**src/rtl/pipeline_ctrl_pkg.sv**
```systemverilog
// Shared constants for the pipeline loader controller: FSM encodings and
// the single-byte command set understood while idle.
package pipeline_ctrl_pkg;

  localparam logic [2:0] ST_IDLE      = 3'd0;
  localparam logic [2:0] ST_LOAD_CNT  = 3'd1;
  localparam logic [2:0] ST_LOAD_WORD = 3'd2;
  localparam logic [2:0] ST_WRITE     = 3'd3;
  localparam logic [2:0] ST_PRST      = 3'd4;
  localparam logic [2:0] ST_RUN       = 3'd5;
  localparam logic [2:0] ST_STEP      = 3'd6;
  localparam logic [2:0] ST_DONE      = 3'd7;

  localparam logic [7:0] CMD_LOAD  = 8'h4C;  // 'L'
  localparam logic [7:0] CMD_CONT  = 8'h43;  // 'C'
  localparam logic [7:0] CMD_STEP  = 8'h53;  // 'S'
  localparam logic [7:0] CMD_RESET = 8'h52;  // 'R'

  // States in which the byte stream may be consumed.
  function automatic logic is_rx_state(input logic [2:0] s);
    return (s == ST_IDLE) || (s == ST_LOAD_CNT) || (s == ST_LOAD_WORD);
  endfunction

  // States in which the pipeline is allowed to advance.
  function automatic logic is_exec_state(input logic [2:0] s);
    return (s == ST_RUN) || (s == ST_STEP);
  endfunction

endpackage

```
**src/rtl/byte_word_assembler.sv**
```systemverilog
// Collects four bytes MSB first; the fourth byte completes the word in the
// same cycle it is presented, so the caller can latch it without a bubble.
module byte_word_assembler #(
  parameter int NB_DATA = 32
) (
  input  logic               clk,
  input  logic               rst_n_i,
  input  logic               clear_i,
  input  logic [7:0]         byte_i,
  input  logic               byte_valid_i,
  output logic [NB_DATA-1:0] word_o,
  output logic               word_valid_o
);

  logic [23:0] shift_q, shift_d;
  logic [1:0]  cnt_q, cnt_d;

  always_comb begin
    shift_d = shift_q;
    cnt_d   = cnt_q;
    if (clear_i) begin
      shift_d = '0;
      cnt_d   = '0;
    end else if (byte_valid_i) begin
      shift_d = {shift_q[15:0], byte_i};
      cnt_d   = cnt_q + 2'd1;
    end
  end

  assign word_o       = NB_DATA'({shift_q, byte_i});
  assign word_valid_o = byte_valid_i && !clear_i && (cnt_q == 2'd3);

  always_ff @(posedge clk or negedge rst_n_i) begin
    if (!rst_n_i) begin
      shift_q <= '0;
      cnt_q   <= '0;
    end else begin
      shift_q <= shift_d;
      cnt_q   <= cnt_d;
    end
  end

endmodule

```
**src/rtl/pipeline_loader_ctrl.sv**
```systemverilog
// Byte-command controller that loads a program into IF memory, pulses the
// pipeline reset, and runs/steps the pipeline while counting cycles.
module pipeline_loader_ctrl
  import pipeline_ctrl_pkg::*;
#(
  parameter int                 NB_DATA    = 32,
  parameter logic [NB_DATA-1:0] INST_BASE  = 32'h0000_0000,
  parameter int                 RST_CYCLES = 2
) (
  input  logic               clk,
  input  logic               i_rst_n,
  input  logic [7:0]         i_rx_data,
  input  logic               i_rx_valid,
  output logic               o_rx_ready,
  input  logic               i_end_program,
  output logic               o_pipe_rst_n,
  output logic               o_we_IF,
  output logic               o_halt,
  output logic [NB_DATA-1:0] o_instruction_data,
  output logic [NB_DATA-1:0] o_inst_addr,
  output logic [NB_DATA-1:0] o_cycle_count,
  output logic [2:0]         o_state,
  output logic               o_done
);

  localparam int             RCW      = (RST_CYCLES > 1) ? $clog2(RST_CYCLES) : 1;
  localparam logic [RCW-1:0] RST_LAST = RCW'(RST_CYCLES - 1);

  logic [2:0]         state_q, state_d;
  logic [2:0]         target_q, target_d;
  logic [RCW-1:0]     rst_cnt_q, rst_cnt_d;
  logic [7:0]         words_left_q, words_left_d;
  logic [NB_DATA-1:0] addr_q, addr_d;
  logic [NB_DATA-1:0] data_q, data_d;
  logic [NB_DATA-1:0] cycle_q, cycle_d;
  logic               live_q;

  logic               rx_accept;
  logic               asm_clear;
  logic               asm_byte_valid;
  logic [NB_DATA-1:0] asm_word;
  logic               asm_word_valid;
  logic [NB_DATA-1:0] cycle_inc;

  // live_q keeps the handshake and pipeline reset asserted until the first
  // clock edge after i_rst_n is released.
  assign o_rx_ready   = live_q && is_rx_state(state_q);
  assign o_pipe_rst_n = live_q && (state_q != ST_PRST);
  assign o_halt       = !(live_q && is_exec_state(state_q));
  assign o_we_IF      = (state_q == ST_WRITE);
  assign o_done       = (state_q == ST_DONE);
  assign o_state      = state_q;
  assign o_instruction_data = data_q;
  assign o_inst_addr        = addr_q;
  assign o_cycle_count      = cycle_q;

  assign rx_accept      = i_rx_valid && o_rx_ready;
  assign asm_clear      = (state_q != ST_LOAD_WORD);
  assign asm_byte_valid = rx_accept && (state_q == ST_LOAD_WORD);
  assign cycle_inc      = (&cycle_q) ? cycle_q : cycle_q + NB_DATA'(1);

  byte_word_assembler #(
    .NB_DATA(NB_DATA)
  ) u_assembler (
    .clk         (clk),
    .rst_n_i     (i_rst_n),
    .clear_i     (asm_clear),
    .byte_i      (i_rx_data),
    .byte_valid_i(asm_byte_valid),
    .word_o      (asm_word),
    .word_valid_o(asm_word_valid)
  );

  always_comb begin
    state_d      = state_q;
    target_d     = target_q;
    rst_cnt_d    = rst_cnt_q;
    words_left_d = words_left_q;
    addr_d       = addr_q;
    data_d       = data_q;
    cycle_d      = cycle_q;

    case (state_q)
      ST_IDLE: begin
        if (rx_accept) begin
          case (i_rx_data)
            CMD_LOAD:  state_d = ST_LOAD_CNT;
            CMD_CONT: begin
              state_d  = ST_PRST;
              target_d = ST_RUN;
            end
            CMD_STEP:  state_d = ST_STEP;
            CMD_RESET: begin
              state_d  = ST_PRST;
              target_d = ST_IDLE;
            end
            default:   state_d = ST_IDLE;
          endcase
        end
      end
      ST_LOAD_CNT: begin
        if (rx_accept) begin
          if (i_rx_data == 8'd0) begin
            state_d = ST_IDLE;
          end else begin
            words_left_d = i_rx_data;
            addr_d       = INST_BASE;
            state_d      = ST_LOAD_WORD;
          end
        end
      end
      ST_LOAD_WORD: begin
        if (asm_word_valid) begin
          data_d  = asm_word;
          state_d = ST_WRITE;
        end
      end
      ST_WRITE: begin
        // Address advances on leaving WRITE so o_inst_addr is stable for the pulse.
        addr_d = addr_q + NB_DATA'(4);
        if (words_left_q == 8'd1) begin
          words_left_d = '0;
          state_d      = ST_PRST;
          target_d     = ST_IDLE;
        end else begin
          words_left_d = words_left_q - 8'd1;
          state_d      = ST_LOAD_WORD;
        end
      end
      ST_PRST: begin
        if (rst_cnt_q == RST_LAST) begin
          rst_cnt_d = '0;
          state_d   = target_q;
        end else begin
          rst_cnt_d = rst_cnt_q + RCW'(1);
        end
      end
      ST_RUN: begin
        cycle_d = cycle_inc;
        if (i_end_program) state_d = ST_DONE;
      end
      ST_STEP: begin
        cycle_d = cycle_inc;
        state_d = i_end_program ? ST_DONE : ST_IDLE;
      end
      ST_DONE: state_d = ST_IDLE;
      default: state_d = ST_IDLE;
    endcase

    // Only the 'C'/'R' commands clear the count; the post-load reset keeps it.
    if ((state_q == ST_IDLE) && (state_d == ST_PRST)) begin
      cycle_d   = '0;
      rst_cnt_d = '0;
    end
  end

  always_ff @(posedge clk or negedge i_rst_n) begin
    if (!i_rst_n) begin
      state_q      <= ST_IDLE;
      target_q     <= ST_IDLE;
      rst_cnt_q    <= '0;
      words_left_q <= '0;
      addr_q       <= INST_BASE;
      data_q       <= '0;
      cycle_q      <= '0;
      live_q       <= 1'b0;
    end else begin
      state_q      <= state_d;
      target_q     <= target_d;
      rst_cnt_q    <= rst_cnt_d;
      words_left_q <= words_left_d;
      addr_q       <= addr_d;
      data_q       <= data_d;
      cycle_q      <= cycle_d;
      live_q       <= 1'b1;
    end
  end

endmodule
```
**config.mk**
```make
export PLATFORM = sky130hd
export DESIGN_NAME = pipeline_loader_ctrl
export DESIGN_NICKNAME = d
export VERILOG_FILES = /design/src/rtl/pipeline_ctrl_pkg.sv /design/src/rtl/byte_word_assembler.sv /design/src/rtl/pipeline_loader_ctrl.sv
export SDC_FILE = /design/constraint.sdc
export NUM_CORES = 1
export LEC_CHECK = 0
export ABC_AREA = 1
export ABC_CLOCK_PERIOD_IN_PS = 4800
export CAP_MARGIN = 20
export CORE_MARGIN = 2
export CORE_UTILIZATION = 59
export CTS_CLUSTER_SIZE = 16
export DETAILED_ROUTE_END_ITERATION = 8
export PLACE_DENSITY_LB_ADDON = 0.1
export SKIP_CTS_REPAIR_TIMING = 1
export SLEW_MARGIN = 20
export SYNTH_ARGS = -nofsm -noshare
export SYNTH_HDL_FRONTEND = slang
export SYNTH_SLANG_ARGS = --single-unit
```
**constraint.sdc**
```tcl
create_clock -name clk -period 4.8 [get_ports clk]
set_clock_uncertainty 0.05 [all_clocks]
set_input_delay 0.48 -clock clk [delete_from_list [all_inputs] [get_ports clk]]
set_output_delay 0.48 -clock clk [all_outputs]
set_load 0.02 [all_outputs]
```
## Word level (Yosys, flattened, before mapping)

Index checks and enable logic that the tools add are counted.

| storage, ports and cells | value |
|---|---|
| flip-flop bits (word level) | 138 |
| word-level logic and storage cells | 95 |

| operators by class | value |
|---|---|
| $add $sub $neg | 5 |
| equality and inequality tests | 22 |
| muxes and demuxes | 31 |
| reductions and logical operators | 27 |

Operators with widths:

| kind | number |
|---|---|
| 2-to-1 mux 32 bit | 5 |
| one-hot mux 32 bit (2 select lines) | 1 |
| 2-to-1 mux 24 bit | 2 |
| adder 32 x 1 -> 32 bit, second input constant | 1 |
| adder 32 x 3 -> 32 bit, second input constant | 1 |
| == test 8 x 7 -> 1 bit, second input constant | 4 |
| AND reduction 32 bit | 1 |
| 2-to-1 mux 3 bit | 9 |
| 2-to-1 mux 8 bit | 3 |
| one-hot mux 3 bit (8 select lines) | 1 |
| one-hot mux 8 bit (2 select lines) | 1 |
| == test 3 bit, second input constant | 5 |
| one-hot mux 3 bit (2 select lines) | 2 |
| nonzero test 2 bit | 5 |
| one-hot mux 3 bit (3 select lines) | 1 |
| == test 8 x 1 -> 1 bit, second input constant | 1 |
| logical AND 1 bit | 8 |
| logical NOT 8 bit | 1 |
| subtractor 8 x 1 -> 8 bit, second input constant | 1 |
| == test 3 x 2 -> 1 bit, second input constant | 2 |
| 2-to-1 mux 2 bit | 3 |
| inequality test 2 bit, second input constant | 3 |
| inequality test 2 x 1 -> 1 bit, second input constant | 2 |
| AND reduction 2 bit | 2 |
| 14 further kinds | 20 |

## Depth between registers and ports, before layout

Gate-level depths: netlist (run 1).

| depth | value |
|---|---|
| depth in word-level cells | 14 |
| gate-level depth with buffers | 11 |

## By module

Synthesis (run 1) repeated with hierarchy kept, for this count alone.

| second synthesis, totals | value |
|---|---|
| cell total of the unflattened synthesis | 882 |
| area, all modules | 7155.6 um^2 |

Modules (own cells, without submodules):

| module | instances | cells an instance | area each (um^2) | sequential area each (um^2) |
|---|---|---|---|---|
| pipeline_loader_ctrl | 1 | 758 | 6028.3 | 2702.6 |
| byte_word_assembler | 1 | 124 | 1127.3 | 650.6 |

## Least setup slack after synthesis (run 1)

Ideal clock, no wire load.

| timing | value |
|---|---|
| path type | reg2out |
| from | register state_q[0], in the netlist o_state[0] |
| to | output o_halt |
| data arrival time | 1.447 ns |
| slack | 2.823 ns |
| stages on the path, launching flop included | 8 |
| path buffers | 2 |
| path through | dfrtp_1 nor2_1 inv_1 nand2_1 nor2_4 buf_6 buf_6 nand2_1 |

| between the ends | value |
|---|---|
| longest elaborated chain between the ends | 4 |
| elaborated cells on any way between the ends | 5 |

Ends and longest elaborated chain:

| what | RTL line | RTL |
|---|---|---|
| from (decl) | pipeline_loader_ctrl.sv:29 | `logic [2:0] state_q, state_d;` |
| from (signal assigned) | pipeline_loader_ctrl.sv:168 | `state_q <= state_d;` |
| == test 3 bit | pipeline_ctrl_pkg.sv:26 | `return (s == ST_RUN) \|\| (s == ST_STEP);` |
| logical OR 1 bit (*) | pipeline_ctrl_pkg.sv:26 |  |
| logical AND 1 bit (*) | pipeline_loader_ctrl.sv:49 | `assign o_halt = !(live_q && is_exec_state(state_q));` |
| logical NOT 1 bit (*) | pipeline_loader_ctrl.sv:49 |  |
| to (decl) | pipeline_loader_ctrl.sv:18 | `output logic o_halt,` |

Every way passes the cells marked *; elsewhere a longest branch is shown, timed or not.

## Final worst setup path (run 1)

Ends and elaborated chain as after synthesis.

==> metrics, run 1 <==
Critical Path Start=o_state[0]; vias in the first global route=~6300; setup_tns=0 ns; Hold Slack=0.101 ns; warnings from Yosys=0; maximum vdd drop=about 0.34 mV; Critical Path Source Type=flop; Post-synth EDFFs=0; CTS Buffer Depth=2; Placed Area=just under 9000 um2; Placeable Area=12500 um2; crit-path cells=nor2_1, inv_1, nand2_1, nor2_4, nand2_1, clkdlybuf4s50_1; # setup viols final=0; status=complete, no violations; TritonCTS clock tree=built; Yosys top cell area share=between 40% and 50%; Avg WL per Cell=about 14 um; final cycle utilization of the critical path=between 60% and 70%; Synth Cell Area=7520 um2; root buffer cell=clkbuf_16; Inserted Clock Buffers=17; filler instances=964; commonest cells in the netlist=nand2_1, dfrtp_1, inv_1; DRC=0; critical path endpoint category=output port; CP Class=flop to output port; layout cells sized above 1=about 6.8%; slowest stage delay, CP=0.58 ns; final instance area=roughly 9300 um2; number of synthesized register bits=about 130; Leak Pwr=~4.3 nW; WL final=18800 um; Port Buf Inserts=approximately 110; DIE AREA=roughly 14000 um2; initial antenna violation count=0; Mapped Cells=around 1000; Finished Core Util=between 70 and 80%; H-Tree Depth=4; Layout area overhead=23.5%; asr flop ratio synth=between 90% and 100%; Yosys cell types=44; ys flop type=dfrtp_1; Pwr Density=approximately 480 nW/um2; post-route met1 wirelength=between 8000 and 9000 um; Top cell by count, worst path=nand2_1; Sink Count=134; Max Fclk=roughly 330 MHz; CP required=approximately 4.3 ns; Ports=116; Die Span Y=around 120 um; met2 WL=8690 um; # Max-Cap Violations=0; top cells by area, synth=dfrtp_1, nand2_1, nand3_1, inv_1, nor2_1; sequential area share after synthesis=~45%; Std-Cell Rows=just over 40; Worst-Margin Slew=just over 0.9 ns; Highest Signal Layer=met4; DR WL met3=about 1000 um; worst skew pair latency=about 0.42 ns; Slew HR=39.7%; Initial Utilization=between 60% and 70%; nets=roughly 1100; final global-route overflow total=0; RSZ-0062 raised after global routing=false; CTS clk-pin slew, worst paths=about 0.06 ns; Mapped Avg Cell Area=approximately 7.4 um2; hpwl dp=~13000 um; final count of pins violating max slew=0; DR iter-0 viols=656; Total GRT Usage=between 20% and 30%; min Tclk post-route=roughly 3.0 ns; first-pass GRT wire length=between 30000 and 40000 um; worst r2r src=o_state[0]; Die Width=117 um; vias=approximately 7000; Final Hold Viols=0; Worst R2R Setup Slack=slightly above 2 ns; top-count cell post-synth=nand2_1; worst path arrival time=2.52 ns; Slowest cell on crit path=nor2_4; Crit Path Max Fanout=30; largest net degree at the start of global routing=between 100 and 150; Vias/cell=between 5 and 6; HP Class=input pin to async pin; Antenna Nets Post-Route=0; n_diodes=0; leading area contributor after synthesis=dfrtp_1; GPL Wtd Cong=0.934; Detailed Routing Iterations Pass 1=5
registers in the layout (all words and copies together), names as in the netlist:
signal / count
u_assembler.shift_q: 24
u_assembler.cnt_q: 2
live_q: 1
o_cycle_count: 32
o_instruction_data: 32
o_inst_addr: 30
o_state: 3
words_left_q: 8
rst_cnt_q: 1
target_q: 1
cells in the final DEF, fill, tap and decap left out, drive strengths merged:
master	netlist	layout
a21o	2	2
a21oi	3	3
a22oi	3	3
a31oi	1	1
a32oi	1	1
buf	25	3
bufinv	0	3
clkbuf	6	19
clkdlybuf4s50	0	112
clkinv	1	7
clkinvlp	0	3
conb	2	3
dfrtp	134	134
ha	5	5
inv	132	132
nand2	304	304
nand3	111	111
nand3b	2	2
nand4	24	24
nor2	118	118
nor3	19	19
nor3b	1	1
o211ai	1	1
o21ai	59	59
o22ai	26	26
or2	2	2
xnor2	5	5
xor2	22	22
metal layers:
layer  global-route usage [%]  up-vias
met3                     5.20       36
li1                         -     3433
met4                     9.57        0
met2                     44.1      253
met1                     41.4     3262
met5                        0        -
final timing paths:
path                       depth (start not counted)                endpoint
max in group asynchronous                          2         o_inst_addr[23]
setup / recovery                                   6                  o_halt
hold reg to reg                                    2  o_instruction_data[25]
hold / removal                                     1  o_instruction_data[13]
min in group clk                                   2  o_instruction_data[25]
setup reg to reg                                   7         words_left_q[5]
where the power goes:
part / switching (W) / internal, W
clock network: 0.000492 / 0.000840
logic: 0.000957 / 0.000573
registers: 0.000274 / 0.00133
critical path, delay by kind of cell, from the launching register on:
kind | cells | cell delay, ns
buffers and inverters | 2 | 0.66
DFF | 1 | 0.49
and+or+nand+nor | 4 | 0.93
per-stage QoR:
stage          setup slack (ns)  cells  total power (W)
6_report                   1.75   1297          0.00447
5_1_grt                    1.60   1297          0.00471
4_1_cts                    1.76   1297          0.00447
3_5_place_dp               2.02   1266          0.00313
3_3_place_gp               2.07   1266          0.00310
2_1_floorplan              2.82   1010          0.00261
layout make-up:
type	instances	area (um2)	share of cell area, %
multi-input cells	712	3450	37.2
flip-flops and latches	134	3350	36.1
repair buffers	115	1150	12.4
inverters	133	509	5.49
clock buffers	19	453	4.88
well taps	172	215	2.32
clock inverters	12	154	1.66
cells by family after synthesis:
| logic type | share of synthesized area [%] |
|---|---|
| other | 0.0999 |
| adders and majority gates | 0.832 |
| and+or+nand+nor | 34.6 |
| xor gates and xnor gates | 3.15 |
| AOI/OAI and AO/OA | 7.23 |
| DFF | 44.6 |
| buffers and inverters | 9.51 |
Note: power is estimated with default switching activity, not from simulation.
==> inputs of run 2 (changes only) <==
Settings changed: ABC_CLOCK_PERIOD_IN_PS 4800 to 2700, CORE_UTILIZATION 59 to 49.
Clock period 4.8 ns to 2.7 ns, I/O delays scaled along.
==> run 2 against run 1 <==
  * Core utilization is 12 points lower
  * Die area is 20% higher
  * Via count is 1.3% lower
  * Critical path depth is 2 lower
  * Cell count is 2.0% higher
  * Global-route usage is 4.2 points lower
  * Final area is 1.3% higher
  * Flip-flop and latch count stayed put
  * Power is 79% higher
  * Clock-buffer cell count is 2 lower
  * Combinational power is 81% higher
==> metrics, run 2 (synthesis results as in run 1) <==
Max Fclk=between 300 and 400 MHz; Std-Cell Rows=45; Finished Core Util=~62%; P_sw=0.00313 W; Worst path top cell family by delay=buffers and inverters; filler instances=between 1000 and 1500; vias in the first global route=just over 6000; Crit Path Max Fanout=22; # setup viols final=0; slowest stage delay, CP=approximately 0.66 ns; # Max-Cap Violations=0; Die Width=128 um; Inserted Clock Buffers=17; most common cell after layout, fill and taps aside=nand2_1; Avg WL per Cell=14.8 um; TritonCTS clock tree=built; DRC=0; first-pass GRT wire length=~31000 um; final count of pins violating max slew=0; final cycle utilization of the critical path=93.3%; Flop pwr share=between 30% and 40%; n_diodes=0; Port Buf Inserts=113; cell depth of the worst flop-to-flop path=8; Placed Area=8790 um2; worst reg2reg endpoint=o_cycle_count[19]; Initial Utilization=around 50%; Clk pwr share=between 20 and 30%; H-Tree Depth=4; most frequent cells in the layout=nand2_1, dfrtp_1, inv_1; worst skew pair latency=between 0.4 and 0.5 ns; Internal Power=about 0.0049 W; status=complete, no violations; final instance area=~9400 um2; Slew HR=50.6%; DR iter-0 viols=around 450; Total GRT Usage=about 24%; CP required=roughly 2.4 ns; Detailed Routing Iterations Pass 1=6; final global-route overflow total=0; GPL Wtd Cong=a little over 0.9; worst r2r src=o_state[0]; CTS Buffer Depth=2; RSZ-0062 raised after global routing=false; WL final=slightly below 20000 um; Leak Pwr=around 4.3 nW; layout cells sized above 1=under 10%; root buffer cell=clkbuf_16; Vias/cell=5.21; initial antenna violation count=0; pre-CTS setup slack=~0.35 ns; Worst R2R Setup Slack=roughly 0.44 ns; hpwl dp=~14000 um; vias=6892; Sw Ratio=between 30% and 40%; maximum vdd drop=0.617 mV; Pwr Density=between 800 and 900 nW/um2; Critical Path Source Type=flop; Slowest cell on crit path=clkdlybuf4s50_1; combinational power share=approximately a third; HP Class=input pin to async pin; worst path arrival time=~2.2 ns; Ports=~120; largest net degree at the start of global routing=between 70 and 80; Die Span Y=128 um; global routing met1 resource utilization=about a third; CTS clk-pin slew, worst paths=~0.060 ns; setup_tns=0 ns; crit-path cells=nand2_2, nor2_1, buf_4, clkdlybuf4s50_1; min Tclk post-route=between 2 and 3 ns; met2 usage in global routing=between 30% and 40%; Placeable Area=around 15000 um2; Final Hold Viols=0; total power=between 0.008 and 0.009 W; Layout area overhead=25.1%; setup ws final=0.181 ns; WP buf/inv=2; Sink Count=roughly 130; DIE AREA=roughly 16000 um2; met3 usage=4.63%; CP Class=flop to output port; critical path endpoint category=output port; busiest grt layer=met2; Worst-Margin Slew=0.741 ns; WP depth=4; nets=around 1100; Antenna Nets Post-Route=0
[run 2: stage by stage]
stage / hold WS [ns] / instances
after CTS: -0.137 / 1322
after floorplan: -0.0756 / 1010
final: 0.392 / 1323
after global placement: 0.316 / 1291
after global routing: 0.440 / 1323
after detailed placement: 0.313 / 1291
[run 2: final cells by class]
class	instances	area, um2	area share, %
multi-input combinational	712	3450	36.7
sequential	134	3350	35.7
timing repair buffer	125	1250	13.3
inverter	133	509	5.42
clock buffer	17	425	4.53
tap	188	235	2.50
clock inverter	14	175	1.86
[run 2: worst max-delay path by stage]
stage                              start           endpoint
after floorplan           o_inst_addr[2]    o_inst_addr[18]
after global placement        i_rx_valid  o_cycle_count[13]
after detailed placement      i_rx_valid  o_cycle_count[12]
after CTS                     o_state[0]            o_we_IF
after global routing          o_state[0]            o_we_IF
final                         o_state[0]            o_we_IF
[run 2: worst register-to-register path, cell delays in order, from the launching register on]
cell and delay [ns]:
dfrtp_1 0.51, nand2_2 0.18, nor2_1 0.12, buf_4 0.29, nand3_1 0.16, nand3_2 0.13, nand3_4 0.38, inv_6 0.26
nor2_2 0.06
[run 2: metal layers]
layer / wire length, um / vias up
li1: - / 3458
met1: 9050 / 3220
met2: 9270 / 195
met3: 1020 / 19
met4: 227 / 0
met5: 0 / -
[run 2: power by group through the flow]
stage	registers, W	clock network, W	logic, W
final	0.00285	0.00239	0.00277
after floorplan	0.00307	0	0.00157
after global routing	0.00291	0.00251	0.00303
after CTS	0.00284	0.00242	0.00279
after detailed placement	0.00287	0	0.00277
after global placement	0.00287	0	0.00274
==> inputs of run 3 (changes only) <==
Settings changed: ABC_CLOCK_PERIOD_IN_PS 2700 to default.
==> results of run 3 <==
No change in the layout: final DEF, timing and power equal those of run 2.
